### src/rtl/thresh_sched_ctrl.sv
// Frame threshold scheduler: accumulates the per-frame magnitude sum, divides it to get the mean,
// scales and clamps it into high/low thresholds, and applies them only at the next start of frame.
module thresh_sched_ctrl #(
  parameter int IMG_W    = 512,
  parameter int IMG_H    = 512,
  parameter int DEF_HIGH = 100,
  parameter int MIN_THR  = 16,
  parameter int MAX_THR  = 240,
  parameter int K_MUL    = 6
) (
  input  logic       i_clk,
  input  logic       i_rst_n,
  input  logic       i_valid,
  input  logic [7:0] i_pixel,
  input  logic       i_sof,
  input  logic       i_mode,
  input  logic [7:0] i_fixed_thr,
  output logic [7:0] o_high_thr,
  output logic [7:0] o_low_thr,
  output logic       o_thr_update,
  output logic       o_busy,
  output logic       o_frame_err
);
  localparam int NPIX  = IMG_W * IMG_H;
  localparam int CNT_W = $clog2(NPIX) + 1;
  localparam int ACC_W = 8 + $clog2(NPIX);

  localparam logic [ACC_W:0] DIVISOR = (ACC_W+1)'(NPIX);
  localparam logic [11:0]    KMUL12  = 12'(K_MUL);
  localparam logic [9:0]     MIN10   = 10'(MIN_THR);
  localparam logic [9:0]     MAX10   = 10'(MAX_THR);
  localparam logic [7:0]     DEF8    = 8'(DEF_HIGH);

  typedef enum logic [1:0] {S_IDLE, S_DIV, S_SCALE, S_PEND} state_t;

  state_t           r_state;
  logic [CNT_W-1:0] r_pcnt;
  logic [ACC_W-1:0] r_sum;
  logic [ACC_W:0]   r_rem;
  logic [2:0]       r_bit;
  logic [7:0]       r_q;
  logic [7:0]       r_pend;
  logic [7:0]       r_hi;
  logic [7:0]       r_lo;
  logic             r_upd;
  logic             r_busy;
  logic             r_err;

  logic             w_sof;
  logic             w_fend;
  logic             w_ferr;
  logic [CNT_W-1:0] w_pcnt_nxt;
  logic [ACC_W-1:0] w_sum_nxt;
  logic [ACC_W:0]   w_dsh;
  logic             w_ge;
  logic [11:0]      w_prod;
  logic [9:0]       w_s;
  logic [7:0]       w_clamp;

  // A sof pixel restarts the frame, so it seeds the count/sum instead of adding to them.
  always_comb begin
    w_sof      = i_valid & i_sof;
    w_pcnt_nxt = i_sof ? CNT_W'(1) : r_pcnt + CNT_W'(1);
    w_sum_nxt  = i_sof ? ACC_W'(i_pixel) : r_sum + ACC_W'(i_pixel);
    w_fend     = i_valid && (w_pcnt_nxt == CNT_W'(NPIX));
    w_ferr     = w_sof && (r_pcnt != '0);
    w_dsh      = DIVISOR << r_bit;
    w_ge       = (r_rem >= w_dsh);
    w_prod     = 12'(r_q) * KMUL12;
    w_s        = w_prod[11:2];
    w_clamp    = (w_s < MIN10) ? MIN10[7:0] : (w_s > MAX10) ? MAX10[7:0] : w_s[7:0];
  end

  always_ff @(posedge i_clk or negedge i_rst_n) begin
    if (!i_rst_n) begin
      r_pcnt <= '0;
      r_sum  <= '0;
    end else if (i_valid) begin
      if (w_fend) begin
        r_pcnt <= '0;
        r_sum  <= '0;
      end else begin
        r_pcnt <= w_pcnt_nxt;
        r_sum  <= w_sum_nxt;
      end
    end
  end

  always_ff @(posedge i_clk or negedge i_rst_n) begin
    if (!i_rst_n) begin
      r_state <= S_IDLE;
      r_rem   <= '0;
      r_bit   <= '0;
      r_q     <= '0;
      r_pend  <= '0;
      r_hi    <= DEF8;
      r_lo    <= DEF8 >> 1;
      r_upd   <= 1'b0;
      r_busy  <= 1'b0;
      r_err   <= 1'b0;
    end else begin
      r_upd <= 1'b0;
      r_err <= w_ferr;
      if (w_sof) begin
        if (!i_mode) begin
          r_hi  <= i_fixed_thr;
          r_lo  <= i_fixed_thr >> 1;
          r_upd <= 1'b1;
        end else if (r_state == S_PEND) begin
          r_hi  <= r_pend;
          r_lo  <= r_pend >> 1;
          r_upd <= (r_pend != r_hi);
        end
      end
      case (r_state)
        S_IDLE, S_PEND: begin
          if (w_fend) begin
            r_rem   <= {1'b0, w_sum_nxt};
            r_bit   <= 3'd7;
            r_q     <= '0;
            r_busy  <= 1'b1;
            r_state <= S_DIV;
          end else if (w_sof) begin
            r_state <= S_IDLE;
          end
        end
        S_DIV: begin
          if (w_ge) r_rem <= r_rem - w_dsh;
          r_q <= {r_q[6:0], w_ge};
          if (r_bit == 3'd0) r_state <= S_SCALE;
          else               r_bit   <= r_bit - 3'd1;
        end
        S_SCALE: begin
          r_pend  <= w_clamp;
          r_busy  <= 1'b0;
          r_state <= S_PEND;
        end
        default: r_state <= S_IDLE;
      endcase
    end
  end

  assign o_high_thr   = r_hi;
  assign o_low_thr    = r_lo;
  assign o_thr_update = r_upd;
  assign o_busy       = r_busy;
  assign o_frame_err  = r_err;
endmodule

### config.mk
export PLATFORM = sky130hd
export DESIGN_NAME = thresh_sched_ctrl
export DESIGN_NICKNAME = d
export VERILOG_FILES = /design/src/rtl/thresh_sched_ctrl.sv
export SDC_FILE = /design/constraint.sdc
export NUM_CORES = 1
export LEC_CHECK = 0
export ABC_AREA = 1
export BUFFER_PORTS_ARGS = -buffer_cell sky130_fd_sc_hd__clkbuf_2
export CAP_MARGIN = 20
export CELL_PAD_IN_SITES_DETAIL_PLACEMENT = 1
export CELL_PAD_IN_SITES_GLOBAL_PLACEMENT = 1
export CORE_ASPECT_RATIO = 1.1
export CORE_UTILIZATION = 40
export DETAILED_ROUTE_END_ITERATION = 12
export PLACE_DENSITY = 0.83
export SYNTH_ARGS = -nofsm -noshare
export SYNTH_HDL_FRONTEND = slang
export SYNTH_SLANG_ARGS = --single-unit
### constraint.sdc
create_clock -name i_clk -period 3 [get_ports i_clk]
set_input_delay 0.45 -clock i_clk [delete_from_list [all_inputs] [get_ports i_clk]]
set_output_delay 0.45 -clock i_clk [all_outputs]
set_load 0.02 [all_outputs]
# After elaboration in Yosys (flattened, before gate mapping)
# Cells that the tools add are included.
[word_totals] out_inout_bits=19 reg_bits=112 elab_cells=74 in_bits=21
[classes] n_mux=27 bitwise_logic=1 n_mul=1 n_eq_ne=11 n_lt_le_gt_ge=3 add_sub_neg=4 reduce_logical=14 n_shift=1
[op_table] op="$mux 8" count=7
[op_table] op="$mux 27" count=2
[op_table] op="$pmux 27 s2" count=1
[op_table] op="$mux 26" count=2
[op_table] op="$mux 19" count=2
[op_table] op="$ge 27x27->1" count=1
[op_table] op="$shl 19x3->27 const A" count=1
[op_table] op="$sub 27x27->27" count=1
[op_table] op="$add 26x8->26" count=1
[op_table] op="$add 19x1->19 const B" count=1
[op_table] op="$eq 19x19->1 const B" count=1
[op_table] op="$reduce_bool 19->1" count=1
[op_table] op="$pmux 8 s2" count=1
[op_table] op="$mul 8x2->10 const B" count=1
[op_table] op="$gt 9x8->1 const B" count=1
[op_table] op="$lt 9x5->1 const B" count=1
[op_table] op="$ne 2x2->1 const B" count=4
[op_table] op="$ne 8x8->1" count=1
[op_table] op="$reduce_and 2->1" count=4
[op_table] op="$mux 2" count=3
[op_table] op="$mux 3" count=2
[op_table] op="$pmux 2 s3" count=1
[op_table] op="$pmux 3 s2" count=1
[op_table] op="$reduce_and 3->1" count=2
[op_table] op="other kinds (13)" count=19

# Depth between registers and ports, before layout
[logic_depth] depth_word=6 ltp_mapped=17 depth_no_buf=17

# Worst setup path before layout
# No wires, ideal clock.
[synth_path] kind="input -> register" from="input port i_pixel[0]" to="register r_rem[18]" t_arrival_ns=2.348 setup_slack_ns=0.535 path_buffers=0 t_required_ns=2.883 setup_time_ns=0.117 path_stages=15 path_cell_list="ha_1 > inv_1 > fa_1 > inv_1 > nand2_1 > o21ai_0 > inv_1 > o21ai_0 > nand2_1 > nor3_1 > nand2_1 > nand3_1 > o21ai_0 > nand2_1 > nand2_1"
[synth_via] elab_chain_cells=4
[synth_rtl] element="start: declaration" line="14" source="input logic [7:0] i_pixel,"
[synth_rtl] element="$add 26x8->26" line="64" source="w_sum_nxt = i_sof ? ACC_W'(i_pixel) : r_sum + ACC_W'(i_pixel);"
[synth_rtl] element="$mux 26" line="64"
[synth_rtl] element="$mux 27" line="117" source="if (w_fend) begin"
[synth_rtl] element="$pmux 27 s2" line="115" source="case (r_state)"
[synth_rtl] element="end signal: assignment" line="118" source="r_rem <= {1'b0, w_sum_nxt};"
[synth_rtl] element="end signal: assignment" line="128" source="if (w_ge) r_rem <= r_rem - w_dsh;"
[synth_rtl] element="end: declaration" line="39" source="logic [ACC_W:0] r_rem;"
# No other way between the ends. The select of a mux whose other input is x is not followed.
# A chain may end at the register's enable or synchronous reset.

# Worst setup path in the final report
[layout_path] from="register r_sum[0]" to="register r_rem[16]"
[layout_via] elab_chain_cells=4
[layout_rtl] element="start: declaration" line="38" source="logic [ACC_W-1:0] r_sum;"
[layout_rtl] element="start signal: assignment" line="84" source="r_sum <= w_sum_nxt;"
[layout_rtl] element="$add 26x8->26" line="64"
[layout_rtl] element="$mux 26" line="64"
[layout_rtl] element="$mux 27" line="117"
[layout_rtl] element="$pmux 27 s2" line="115"
# No other way between the ends. The select of a mux whose other input is x is not followed.

==> impl_results.rst <==
.. list-table::
   :header-rows: 1

   * - Metric
     - Value
   * - Proportion of synthesized chip area in sequential cells
     - 35.7%
   * - PD cells
     - 679 nW/µm²
   * - Via density
     - 5.31
   * - Half-perimeter wire length after placement
     - 13.2 mm
   * - Post-synth design cell area
     - 6530 µm²
   * - Asr flop ratio synth
     - 100%
   * - Library cell with the highest instance count after synthesis
     - sky130_fd_sc_hd__nand2_1
   * - Weighted congestion reported at the end of routability-driven placement
     - 0.829
   * - Class of the most critical setup path
     - register to register
   * - Worst hold margin
     - 0.0482 ns
   * - Cts-stage hold buffer count
     - 0
   * - Starting Density
     - 41.2%
   * - Die Width
     - 124 µm
   * - Antenna violations before repair
     - 0
   * - Cell Count, Final, Fillers Out
     - 1167
   * - Hold/Removal Path Class
     - input pin to async pin
   * - CTS Root Cell
     - sky130_fd_sc_hd__clkbuf_16
   * - DRC violation total after the first TritonRoute iteration
     - 273
   * - Maximum cell stage delay along the critical path
     - 0.38 ns
   * - Kind of start point of the critical path
     - register
   * - First-pass GRT wire length
     - 30.2 mm
   * - Number of input and output port buffers inserted
     - 38
   * - Number of DRC violations after detailed routing
     - 0
   * - Critical Path RT
     - 3.29 ns
   * - Total Routing Usage GR
     - 22.7%
   * - Boundary pin count
     - 40
   * - Combinational share of power
     - 44.6%
   * - Area of the core
     - 15900 µm²
   * - Slew Limit Fails
     - 0
   * - Final WS setup
     - 0.300 ns
   * - Buffers inserted during post-CTS setup optimization
     - 0
   * - Longest Clk Path Bufs
     - 2
   * - Biggest area consumer among synthesized cells
     - sky130_fd_sc_hd__dfrtp_1
   * - Length of the first detailed-routing pass in iterations
     - 4
   * - Most used cell, CP
     - sky130_fd_sc_hd__inv_1
   * - Outcome
     - complete, no violations
   * - Setup slack, reg-to-reg
     - 0.30 ns
   * - Final net count
     - 1020
   * - Count of distinct cell types in the synthesized netlist
     - 44
   * - Final-report setup violation count
     - 0
   * - Pre-CTS WS
     - 0.165 ns
   * - Clock share of power
     - 23.3%
   * - Setup repair after global routing missed its margin
     - false
   * - Fin crit period
     - 2.70 ns
   * - Row count
     - 48
   * - TritonCTS clock tree
     - built
   * - Slew margin rel.
     - 59.1%
   * - Vias in the first global route
     - 6332
   * - Transition time at the pin with the least slew margin
     - 0.613 ns
   * - Pin count of the biggest net entering global routing
     - 60
   * - Instance count after placement with tap cells included
     - 1151
   * - Max Clock Freq
     - 370 MHz
   * - DIE HEIGHT
     - 136 µm
   * - Leading post-synthesis cells by instance count
     - sky130_fd_sc_hd__nand2_1 (295), sky130_fd_sc_hd__inv_1 (98), sky130_fd_sc_hd__dfrtp_1 (90)
   * - Post-Syn Instances
     - 941
   * - Critical path cell sequence
     - ha_1 -> inv_1 -> fa_1 -> inv_1 -> nand2_1 -> o21ai_0 -> inv_1 -> o21ai_0 -> buf_4 -> inv_1 -> o21ai_0 -> nand2_1 -> a21oi_1 -> nand4_1 -> nand2_1
   * - Final Routed Wirelength
     - 17.8 mm
   * - Post-CTS Resized
     - 0
   * - ANT cells
     - 0
   * - Post-Syn Nets
     - 999
   * - Detail Route Antenna Nets
     - 0
   * - Area Overhead vs Synth
     - 9.35%
   * - Fraction of power spent switching nets
     - 43.7%
   * - Main flop type after synthesis
     - sky130_fd_sc_hd__dfrtp_1
   * - Level count of the clock H-tree
     - 3
   * - Critical Path Fanout Max
     - 4
   * - Hold Vio Cnt, Final
     - 0
   * - Worst Setup End Kind
     - register
   * - Mean instance size in the synthesized netlist
     - 6.94 µm²
   * - Clock skew
     - 0.00919 ns
   * - Peak ir drop on the vdd network
     - 0.343 mV
   * - Static leakage
     - 3.65 nW
   * - Synthesis Warnings
     - 0
   * - Worst EP arrival
     - 2.99 ns
   * - Clock-pin slew reported for the worst setup and hold paths after clock tree synthesis
     - 0.07 ns
   * - CTS buffer count
     - 9
   * - WL/cell
     - 15.2 µm
   * - Top post-synthesis cells by area
     - sky130_fd_sc_hd__dfrtp_1 (34%), sky130_fd_sc_hd__nand2_1 (17%), sky130_fd_sc_hd__ha_1 (6.7%)
   * - Clock Latency Late Sink
     - 0.36 ns
   * - Via count
     - 6192
   * - Number of flops mapped to enable cells by yosys
     - 0
   * - Die area
     - 16800 µm²
   * - Switch Pwr
     - 2.12 mW
   * - Final Cycle Share
     - 90.0%
   * - Sequential Power Share
     - 32.2%
   * - Share of the synthesized area in the top cell type
     - 34.5%
   * - Number of flip-flops and latches in the synthesized netlist
     - 93
   * - Critical path's slowest cell
     - sky130_fd_sc_hd__fa_1
   * - TritonCTS sink count
     - 93
   * - Total congestion overflow after global routing
     - 0
   * - Internal power
     - 2.73 mW
   * - Setup TNS after final layout
     - 0 ns
   * - # Max-Cap Violations
     - 0
   * - Share of post-route cells with drive strength above 1
     - 9.41%
flip-flops by register name (all words and copies together), names as in the netlist:
register,flops
o_thr_update,1
r_sum,26
o_frame_err,1
r_rem,16
r_pcnt,19
r_bit,3
r_q,8
o_busy,1
o_high_thr,7
o_low_thr,1
r_state,2
r_pend,8
cell families (layout without fill, tap and decap cells):
kind of cell / after synthesis / in the layout / share of synthesized area [%]
AND/OR/NAND/NOR: 506 / 506 / 33.5
AO/OA/AOI/OAI: 146 / 146 / 12.0
buffers and inverters: 141 / 167 / 9.14
flip-flops: 93 / 93 / 35.7
adder cells (fa/ha/maj): 37 / 37 / 7.32
XOR/XNOR: 17 / 17 / 2.28
other: 1 / 1 / 0.0574
layer usage:
layer	GRT usage, %	wire [µm]	up-vias
met3	2.27	357	16
li1	-	-	3101
met4	8.50	314	0
met1	28.4	8080	3016
met5	0	0	-
met2	39.9	9020	59
power groups by stage:
stage	Sequential [mW]	Combinational [mW]	Clock, mW
6_report	1.56	2.16	1.13
5_1_grt	1.58	2.46	1.20
4_1_cts	1.56	2.19	1.16
3_5_place_dp	1.58	2.17	0
3_3_place_gp	1.58	2.11	0
2_1_floorplan	1.58	1.72	0
path summary, 6_finish.rpt:
kind,cells past startpoint,end,from
worst max register to register,15,r_rem[16],r_sum[0]
min in group i_clk,3,o_high_thr[6],i_fixed_thr[6]
worst min register to register,2,r_rem[11],r_rem[11]
worst min-delay path,1,r_sum[5],i_rst_n
worst max-delay path,15,r_rem[16],r_sum[0]
max in group asynchronous,2,o_high_thr[2],i_rst_n
layout by cell type (no fill, tap or decap), drive strengths merged:
| master | n |
|---|---|
| nand3 | 80 |
| xor2 | 11 |
| a21boi | 1 |
| nor3 | 15 |
| clkinvlp | 2 |
| nand4 | 26 |
| xnor2 | 6 |
| buf | 12 |
| clkinv | 4 |
| o21ai | 80 |
| conb | 1 |
| a21o | 3 |
| inv | 101 |
| nor4 | 1 |
| clkbuf | 48 |
| a41oi | 1 |
| a22o | 1 |
| nand3b | 1 |
| o211ai | 4 |
| dfstp | 3 |
| dfrtp | 90 |
| o21bai | 2 |
| a21oi | 38 |
| or2 | 3 |
| fa | 2 |
| nor2 | 77 |
| ha | 35 |
| nand2 | 302 |
| a31oi | 7 |
| and2 | 1 |
| o22ai | 8 |
| o311ai | 1 |
area by class of cell:
class	count	area [µm²]
Clock buffer	11	253
Clock inverter	5	33.8
Fill cell	2103	8710
Inverter	102	383
Multi-Input combinational cell	707	3600
Sequential cell	93	2330
Tap cell	200	250
Timing Repair Buffer	49	288
critical path: cells and delay by family (launching register included):
family	cells	cell delay (ns)
AO/OA/AOI/OAI	4	0.85
flip-flops	1	0.36
AND/OR/NAND/NOR	4	0.38
adder cells (fa/ha/maj)	2	0.55
buffers and inverters	5	0.50
stage by stage:
step	power, mW	cell area (µm²)	util [%]
6_report	4.85	7140	45.1
3_3_place_gp	3.69	6860	43.2
5_1_grt	5.24	7140	45.1
2_1_floorplan	3.30	6530	-
3_5_place_dp	3.75	6860	43.2
4_1_cts	4.91	7140	45.1
Power figures use the tool's default switching activity.
